`config.mk`:
```
export PLATFORM = sky130hd
export DESIGN_NAME = irq_timer_bank
export DESIGN_NICKNAME = d
export VERILOG_FILES = /design/src/rtl/irq_timer_bank.sv
export SDC_FILE = /design/constraint.sdc
export NUM_CORES = 1
export LEC_CHECK = 0
export CORE_MARGIN = 4
export CORE_UTILIZATION = 55
export DETAILED_ROUTE_END_ITERATION = 8
export GPL_TIMING_DRIVEN = 0
export PLACE_DENSITY = 0.76
export SLEW_MARGIN = 20
export SYNTH_ARGS = -nofsm -noshare
export SYNTH_HDL_FRONTEND = slang
export SYNTH_SLANG_ARGS = --single-unit
```
`constraint.sdc`:
```
create_clock -name clk -period 3 [get_ports clk]
set_clock_uncertainty 0.15 [all_clocks]
set_input_delay 0.6 -clock clk [delete_from_list [all_inputs] [get_ports clk]]
set_output_delay 0.6 -clock clk [all_outputs]
set_load 0.02 [all_outputs]
```
`src/rtl/irq_timer_bank.sv`:
```
// Programmable down-counter timers plus external edge interrupts, latched as pending bits and masked
// into a prioritised request for the CPU. The request outputs are combinational from the pending and mask state.
module irq_timer_bank #(
   parameter int N_TIMERS = 2,
   parameter int N_EXT    = 2,
   parameter int CNT_W    = 8
) (
   input  logic                        clk,
   input  logic                        reset,
   input  logic [N_EXT-1:0]            ext_int,
   input  logic                        wr_en,
   input  logic [3:0]                  wr_addr,
   input  logic [CNT_W-1:0]            wr_data,
   output logic [N_EXT+N_TIMERS-1:0]   int_vector,
   output logic                        irq,
   output logic [3:0]                  irq_id,
   output logic [N_TIMERS-1:0]         timer_pulse
);
   localparam int NSRC = N_EXT + N_TIMERS;

   logic [N_TIMERS-1:0][CNT_W-1:0] reload_q, reload_d;
   logic [N_TIMERS-1:0][CNT_W-1:0] cnt_q, cnt_d;
   logic [N_TIMERS-1:0]            en_q, en_d;
   logic [N_TIMERS-1:0]            per_q, per_d;
   logic [N_TIMERS-1:0]            pulse_q, pulse_d;
   logic [NSRC-1:0]                mask_q, mask_d;
   logic [NSRC-1:0]                pend_q, pend_d;
   logic [NSRC-1:0]                set_vec, ack_vec, wdat_src;
   logic [N_EXT-1:0]               sync1_q, sync2_q, sync3_q;

   if (NSRC <= CNT_W) begin : g_wd
      assign wdat_src = wr_data[NSRC-1:0];
   end else begin : g_wd
      assign wdat_src = {{(NSRC-CNT_W){1'b0}}, wr_data};
   end

   always_comb begin
      reload_d = reload_q;
      cnt_d    = cnt_q;
      en_d     = en_q;
      per_d    = per_q;
      mask_d   = mask_q;
      pulse_d  = '0;
      set_vec  = '0;
      ack_vec  = '0;
      if (wr_en && wr_addr == 4'd8) mask_d = wdat_src;
      if (wr_en && wr_addr == 4'd9) ack_vec = wdat_src;
      set_vec[N_EXT-1:0] = sync2_q & ~sync3_q;
      for (int i = 0; i < N_TIMERS; i++) begin
         if (wr_en && wr_addr == 4'(2*i)) reload_d[i] = wr_data;
         // A CTRL write in the expiry cycle takes priority and suppresses that expiry.
         if (wr_en && wr_addr == 4'(2*i+1)) begin
            en_d[i]  = wr_data[0];
            per_d[i] = wr_data[1];
            if (wr_data[0]) cnt_d[i] = reload_q[i];
         end else if (en_q[i]) begin
            if (cnt_q[i] != '0) begin
               cnt_d[i] = cnt_q[i] - CNT_W'(1);
            end else begin
               pulse_d[i]        = 1'b1;
               set_vec[N_EXT+i]  = 1'b1;
               if (per_q[i]) cnt_d[i] = reload_q[i];
               else          en_d[i]  = 1'b0;
            end
         end
      end
      pend_d = (pend_q & ~ack_vec) | set_vec;
   end

   always_ff @(posedge clk or negedge reset) begin
      if (!reset) begin
         reload_q <= '0;
         cnt_q    <= '0;
         en_q     <= '0;
         per_q    <= '0;
         pulse_q  <= '0;
         mask_q   <= '0;
         pend_q   <= '0;
         sync1_q  <= '0;
         sync2_q  <= '0;
         sync3_q  <= '0;
      end else begin
         reload_q <= reload_d;
         cnt_q    <= cnt_d;
         en_q     <= en_d;
         per_q    <= per_d;
         pulse_q  <= pulse_d;
         mask_q   <= mask_d;
         pend_q   <= pend_d;
         sync1_q  <= ext_int;
         sync2_q  <= sync1_q;
         sync3_q  <= sync2_q;
      end
   end

   assign int_vector  = pend_q & mask_q;
   assign irq         = |int_vector;
   assign timer_pulse = pulse_q;

   always_comb begin
      irq_id = '0;
      for (int k = NSRC-1; k >= 0; k--) begin
         if (int_vector[k]) irq_id = 4'(k);
      end
   end
endmodule

```
==> run summary, run 1 <==
DETAILED ROUTING
--------------------------------------------------------------------------------------------------------
Total detailed-routing wirelength                                                                4928 µm
Post-route DRC                                                                                         0
First-pass iteration count of the detailed router                                                      4
Via count normalized by instance count                                                             5.766
Post-route antenna net violation count                                                                 0
Iteration-0 DRC Markers                                                                              124
Average wire per cell in the routed design                                                      15.40 µm
Vias after detailed routing                                                                         1845

CRITICAL PATH
--------------------------------------------------------------------------------------------------------
Crit path launch type                                                                           register
Element type at the critical path end                                                        output port
Critical Setup Path Class                                                                   register to output port
Worst setup startpoint                                                                      pend_q[3]$_DFF_PN0_
End point of the critical path                                                                       irq
Capturing point of the worst reg2reg path                                                   cnt_q[6]$_DFFE_PN0P_
R2R setup slack                                                                                   520 ps
Data arrival, critical path                                                                      1900 ps
Worst reg2reg path startpoint                                                               cnt_q[0]$_DFFE_PN0P_
Data required time at the worst endpoint                                                         2250 ps
Logic depth of the worst register-to-register path                                                     8
Largest fanout on the critical path                                                                    3

STA
--------------------------------------------------------------------------------------------------------
Crit share post-route                                                                             0.8833
Final number of max-transition violations                                                              0
Number of setup violations in the final report                                                         0
Unrepaired setup endpoints after global routing                                                    false
Final-report hold violation count                                                                      0
Maximum operating frequency                                                                    377.4 MHz
Worst-Margin Slew                                                                               617.7 ps
Worst rel slew slack                                                                              0.5824
Final critical-path required period                                                              2650 ps
Minimum hold slack                                                                              166.5 ps

PWR
--------------------------------------------------------------------------------------------------------
Power per cell area                                                                         793.6 nW/µm²
Part of the power in the clock network                                                             0.207
Leakage component of the power                                                                  1.348 nW
Switching power                                                                                0.8000 mW
Switching portion of total power                                                                  0.3464
PnR Total Power                                                                                 2.310 mW
Worst ir drop on vdd                                                                           0.3872 mV
Internal power of the cells                                                                     1.510 mW
Portion of total power attributed to combinational logic                                           0.331
Sequential Power Share                                                                             0.462

CELLS AND AREA
--------------------------------------------------------------------------------------------------------
Filler instances                                                                                     351
Share of layout cells above drive strength 1                                                      0.1604
Post-layout util                                                                                  0.6684
Diodes inserted                                                                                        0
Most frequent cells in the layout                                                           52 x dfrtp_1, 24 x clkdlybuf4s50_1, 21 x a21oi_1, 21 x mux2_2, 19 x o21ai_0
Net count reported at finish                                                                         288
Most common cell after layout, fill and taps aside                                               dfrtp_1
Area growth from synthesis to layout                                                              17.24%
Final cell area excluding filler cells                                                          2910 µm²

SYNTHESIS
--------------------------------------------------------------------------------------------------------
Fraction of synthesis flops using an asynchronous set or reset pin                                 1.000
Library cells used by synthesis                                                                       45
Post-synthesis cell count                                                                            234
Number of flip-flops and latches in the synthesized netlist                                           52
Synth Warn #                                                                                           0
Most frequently used flop master after synthesis                                                 dfrtp_1
Post-synthesis sequential area ratio                                                              0.5242
Synth Cell Area                                                                                 2482 µm²
EDFF count, synth                                                                                      0
Syn_area_per_cell                                                                              10.61 µm²

FLOORPLAN
--------------------------------------------------------------------------------------------------------
X dimension of the die                                                                          75.18 µm
Die height                                                                                      75.18 µm
Number of top-level pins                                                                              28
Starting Density                                                                                  0.5701
Floorplan Core Area                                                                             4354 µm²
Floorplan die area                                                                              5652 µm²
Num rows                                                                                              24

PLACED DESIGN
--------------------------------------------------------------------------------------------------------
Input/output buffers                                                                                  25
Routability-driven placement congestion ratio                                                     0.8699
Detailed placement HPWL                                                                          3506 µm
Instance area at placement                                                                      2799 µm²

CLOCKING
--------------------------------------------------------------------------------------------------------
Post-cts repair resize count                                                                           0
Later-pin clock latency in the skew report                                                        310 ps
Buffer depth of the longest clock path                                                                 2
Clock sinks                                                                                           52
Clock buffer count from CTS                                                                            5
CTS tree                                                                                             yes
Hold Buf Count CTS                                                                                     0
Cell at the root of the clock tree                                                              clkbuf_8
Post-CTS clock slew at the launch and capture registers of the worst setup and hold paths          90 ps
Level count of the clock H-tree                                                                        2
Post-CTS setup buffer count                                                                            0

GLOBAL ROUTING
--------------------------------------------------------------------------------------------------------
GRT Total Usage                                                                                   0.1879
Number of antenna violations at the first check in global routing                                      0
Wire length of the first global-routing pass                                                     8017 µm
GR Overflow Total                                                                                      0
Pin count of the biggest net entering global routing                                                  53
Via count of the first global-routing pass                                                          1764

RUN STATUS
--------------------------------------------------------------------------------------------------------
Result of the run                                                                              completed

FLOW RUN
--------------------------------------------------------------------------------------------------------
Max capacitance violation total                                                                        0

MIN PATH
--------------------------------------------------------------------------------------------------------
Hold/Removal Path Class                                                                     input port to async pin

-- worst max-delay path, stage by stage (launching register included) --
cell and delay, ps:
dfrtp_1 400, nand2_1 90, inv_1 60, or4_1 500, clkdlybuf4s50_1 550
-- sequential cells by signal (all words and copies together) (netlist names) --
name	cells
cnt_q	16
reload_q	16
mask_q	4
pend_q	4
en_q	2
per_q	2
sync1_q	2
sync2_q	2
sync3_q	2
timer_pulse	2
-- how the worst min path moves through the flow --
stage | start | endpoint | slack [ps] | depth (start not counted)
global placement | sync1_q[0]$_DFF_PN0_ | sync2_q[0]$_DFF_PN0_ | 190 | 0
CTS | reset | sync3_q[1]$_DFF_PN0_ | 180 | 1
finish | reset | cnt_q[12]$_DFFE_PN0P_ | 170 | 1
floorplan | reset | cnt_q[0]$_DFFE_PN0P_ | 150 | 0
global route | reset | sync1_q[1]$_DFF_PN0_ | 210 | 1
detailed placement | sync1_q[0]$_DFF_PN0_ | sync2_q[0]$_DFF_PN0_ | 190 | 0
-- logic make-up after synthesis --
kind of cell,share of synthesized area
fa+ha+maj,0.02016
simple gates,0.1537
buf+inv,0.04939
compound gates,0.1437
flops,0.5242
other cells,0.001511
mux,0.1074
-- cell type report --
type,instances,area [µm²],share of cell area
inverter,15,56.30,0.01935
clock buffer,5,68.82,0.02365
tap,52,65.06,0.02236
timing repair buffer,25,247.7,0.08512
multi-input combinational,157,1062,0.3650
sequential,52,1301,0.4471
buffer,11,66.31,0.02279
clock inverter,3,42.54,0.01462
-- cells in the mapped netlist, types with 2 or more instances --
library cell,number,share of area
dfrtp_1,52,0.52
buf_6,2,0.0091
nand2_1,17,0.026
and2_1,3,0.0076
nand3_1,7,0.014
o21ai_0,19,0.038
buf_2,2,0.0040
o211ai_1,2,0.0060
ha_1,4,0.020
and3_1,2,0.0050
a31o_1,2,0.0071
a21oi_1,21,0.042
mux2_2,21,0.095
a31o_2,2,0.0071
or4_1,2,0.0060
clkbuf_1,5,0.0076
nand2b_1,2,0.0050
a22oi_1,5,0.015
inv_1,15,0.023
a21o_1,2,0.0060
nand4_1,4,0.010
buf_4,2,0.0060
nor2b_1,2,0.0050
nand3b_1,2,0.0060
nor3_1,4,0.0081
nor2_1,12,0.018
mux2i_1,3,0.012
-- power groups by stage --
stage               Combinational (mW)  Clock [mW]  Sequential (mW)
finish                           0.765       0.478             1.07
global route                     0.856       0.518             1.09
CTS                              0.766       0.488             1.06
detailed placement               0.766           0             1.08
global placement                 0.737           0             1.07
floorplan                        0.569           0             1.03
-- metrics by stage --
step | TNS, ps | setup slack, ps | std cells
final | 0 | 350.1 | 320
after global routing | 0 | 268.0 | 320
after CTS | 0 | 330.6 | 320
after detailed placement | 0 | 304.9 | 312
after global placement | -16290 | -315.7 | 312
after floorplan | 0 | 866.1 | 235
-- per-layer routing --
| layer | GRT usage | vias up | wire length (µm) | share of wire |
|---|---|---|---|---|
| met3 | 0.05340 | 4 | 330 | 0.067 |
| met2 | 0.3133 | 55 | 2289 | 0.46 |
| met1 | 0.2433 | 893 | 2274 | 0.46 |
| met4 | 0.04660 | 0 | 34 | 0.0069 |
| li1 | - | 893 | - | - |
| met5 | 0 | - | 0 | 0 |
No activity file was read; power rests on OpenSTA's default activity.
==> run 2, diff against run 1 <==
- DONT_BUFFER_PORTS: unset -> 1
- PLACE_DENSITY: 0.76 -> 0.68
==> run 2 against run 1 <==
Sequential power about the same. Routed wire length decreased by 4.6%. Register-to-register slack improved by 80 ps. Highest routed layer unchanged.
==> run summary, run 2 (same netlist as run 1, synthesis figures left out) <==
RUN STATUS
--------------------------------------------------------------------------------------------------------
Result of the run                                                                              completed

CLOCKING
--------------------------------------------------------------------------------------------------------
Cell at the root of the clock tree                                                              clkbuf_8
Clock sinks                                                                                           52
Post-cts repair resize count                                                                           0
Level count of the clock H-tree                                                                        2
Post-CTS clock slew at the launch and capture registers of the worst setup and hold paths          90 ps
Later-pin clock latency in the skew report                                                        300 ps
Buffer depth of the longest clock path                                                                 2
CTS tree                                                                                             yes
Post-CTS setup buffer count                                                                            0
Clock buffer count from CTS                                                                            5

MIN PATH
--------------------------------------------------------------------------------------------------------
Hold/Removal Path Class                                                                     input port to register
Number of cells on the worst hold path                                                                 0
Source of the worst hold timing path                                                          ext_int[1]
Hold Path Sink                                                                              sync1_q[1]$_DFF_PN0_

CRITICAL PATH
--------------------------------------------------------------------------------------------------------
Element type at the critical path end                                                           register
Worst reg2reg path startpoint                                                               cnt_q[0]$_DFFE_PN0P_
Data required time at the worst endpoint                                                         3040 ps
R2R setup slack                                                                                   600 ps
Kind of cell with the highest combined delay on the critical path                           simple AND/OR/NAND/NOR gates
Data arrival, critical path                                                                      2440 ps
Crit path launch type                                                                           register
Worst Path Buf+Inv                                                                                     2
Longest individual stage delay on the worst path                                                  450 ps
Worst-path cell chain                                                                       inv_1 -> ha_1 -> or3b_2 -> o41ai_1 -> mux2i_1 -> buf_6 -> a21oi_1 -> a21oi_1
Largest fanout on the critical path                                                                   10
Capturing point of the worst reg2reg path                                                   cnt_q[6]$_DFFE_PN0P_
Most numerous cell on the critical path                                                          a21oi_1
Slowest cell on the critical path                                                                 or3b_2
Logic depth of the worst register-to-register path                                                     8
Critical Setup Path Class                                                                   register to register

CELLS AND AREA
--------------------------------------------------------------------------------------------------------
Area occupied by registers                                                                      1301 µm²
Most frequent cells in the layout                                                           52 x dfrtp_1, 21 x a21oi_1, 21 x mux2_2
Net count reported at finish                                                                         265
Post-layout util                                                                                  0.6193
Share of layout cells above drive strength 1                                                      0.1714
Filler instances                                                                                     376
Area growth from synthesis to layout                                                              8.619%
Most common cell after layout, fill and taps aside                                               dfrtp_1
Registers with the most flip-flops                                                          cnt_q (16), reload_q (16)
Footprint of the multi-input gates                                                              1062 µm²
Diodes inserted                                                                                        0

GLOBAL ROUTING
--------------------------------------------------------------------------------------------------------
Number of antenna violations at the first check in global routing                                      0
GRT Total Usage                                                                                   0.1842
Pin count of the biggest net entering global routing                                                  53
Via count of the first global-routing pass                                                          1675
GR Overflow Total                                                                                      0
Wire length of the first global-routing pass                                                     7810 µm

STA
--------------------------------------------------------------------------------------------------------
Final-report hold violation count                                                                      0
Number of setup violations in the final report                                                         0
Crit share post-route                                                                             0.8011
Maximum operating frequency                                                                    416.1 MHz
Worst rel slew slack                                                                              0.5352
Minimum hold slack                                                                              170.6 ps
Worst-Margin Slew                                                                               693.0 ps
Final number of max-transition violations                                                              0
Least setup slack across all paths after layout                                                 596.8 ps
Final critical-path required period                                                              2403 ps
Sum of negative setup slack                                                                         0 ps
Unrepaired setup endpoints after global routing                                                    false

PWR
--------------------------------------------------------------------------------------------------------
Power per cell area                                                                         823.5 nW/µm²
Leakage component of the power                                                                  1.270 nW
Worst ir drop on vdd                                                                           0.4333 mV

DETAILED ROUTING
--------------------------------------------------------------------------------------------------------
Iteration-0 DRC Markers                                                                              112
Post-route DRC                                                                                         0
First-pass iteration count of the detailed router                                                      4
Post-route antenna net violation count                                                                 0
Via count normalized by instance count                                                             5.963
Average wire per cell in the routed design                                                      15.84 µm
Total detailed-routing wirelength                                                                4703 µm
Vias after detailed routing                                                                         1771

PLACED DESIGN
--------------------------------------------------------------------------------------------------------
Routability-driven placement congestion ratio                                                     0.8246
DP Worst Slack                                                                                  636.7 ps
Detailed placement HPWL                                                                          3384 µm
Input/output buffers                                                                                   0

FLOW RUN
--------------------------------------------------------------------------------------------------------
Max capacitance violation total                                                                        0

FLOORPLAN
--------------------------------------------------------------------------------------------------------
X dimension of the die                                                                          75.18 µm
Number of top-level pins                                                                              28
Floorplan die area                                                                              5652 µm²
Starting Density                                                                                  0.5701
Die height                                                                                      75.18 µm
Num rows                                                                                              24
Floorplan Core Area                                                                             4354 µm²

[run 2: cell count changes in the layout (fill, tap and decap cells not counted), sizes merged]
cell / change
clkbuf: +1
dlygate4sd3: +1
clkdlybuf4s50: -24
clkinvlp: -1
[run 2: cell type report]
cell class / count / share of cell area
inverters: 15 / 0.02088
clock inverters: 2 / 0.01299
clock buffers: 6 / 0.02691
well taps: 52 / 0.02413
multi-input cells: 157 / 0.3940
flip-flops and latches: 52 / 0.4826
repair buffers: 2 / 0.01392
plain buffers: 11 / 0.02459
[run 2: where the power goes]
part | switching (mW) | internal [mW]
clock network | 0.216 | 0.248
logic | 0.392 | 0.304
registers | 0.156 | 0.906
[run 2: worst max-delay path by stage]
stage	startpoint	to	depth (start not counted)	slack, ps
final	cnt_q[0]$_DFFE_PN0P_	cnt_q[6]$_DFFE_PN0P_	8	600
after global routing	cnt_q[0]$_DFFE_PN0P_	cnt_q[4]$_DFFE_PN0P_	8	380
after CTS	cnt_q[0]$_DFFE_PN0P_	cnt_q[4]$_DFFE_PN0P_	8	600
after detailed placement	cnt_q[0]$_DFFE_PN0P_	cnt_q[4]$_DFFE_PN0P_	8	640
after global placement	cnt_q[0]$_DFFE_PN0P_	cnt_q[4]$_DFFE_PN0P_	8	640
after floorplan	cnt_q[0]$_DFFE_PN0P_	cnt_q[0]$_DFFE_PN0P_	8	870
[run 2: layer usage]
metal | track usage | part of all wire
met5 | 0 | 0
met4 | 0.06990 | 0.016
met3 | 0.04139 | 0.073
met2 | 0.2814 | 0.45
met1 | 0.2573 | 0.46
[run 2: metrics by stage]
stage	instance area [µm²]	total power [mW]	std cells
final	2696	2.220	297
after global routing	2696	2.396	297
after CTS	2696	2.240	297
after detailed placement	2551	1.752	287
after global placement	2551	1.724	287
after floorplan	2486	1.599	235
[run 2: what timing repair did]
item,CTS,global route
hold buffers,2,0
endpoints found under the setup margin,0,0
endpoints found under the hold margin,52,0
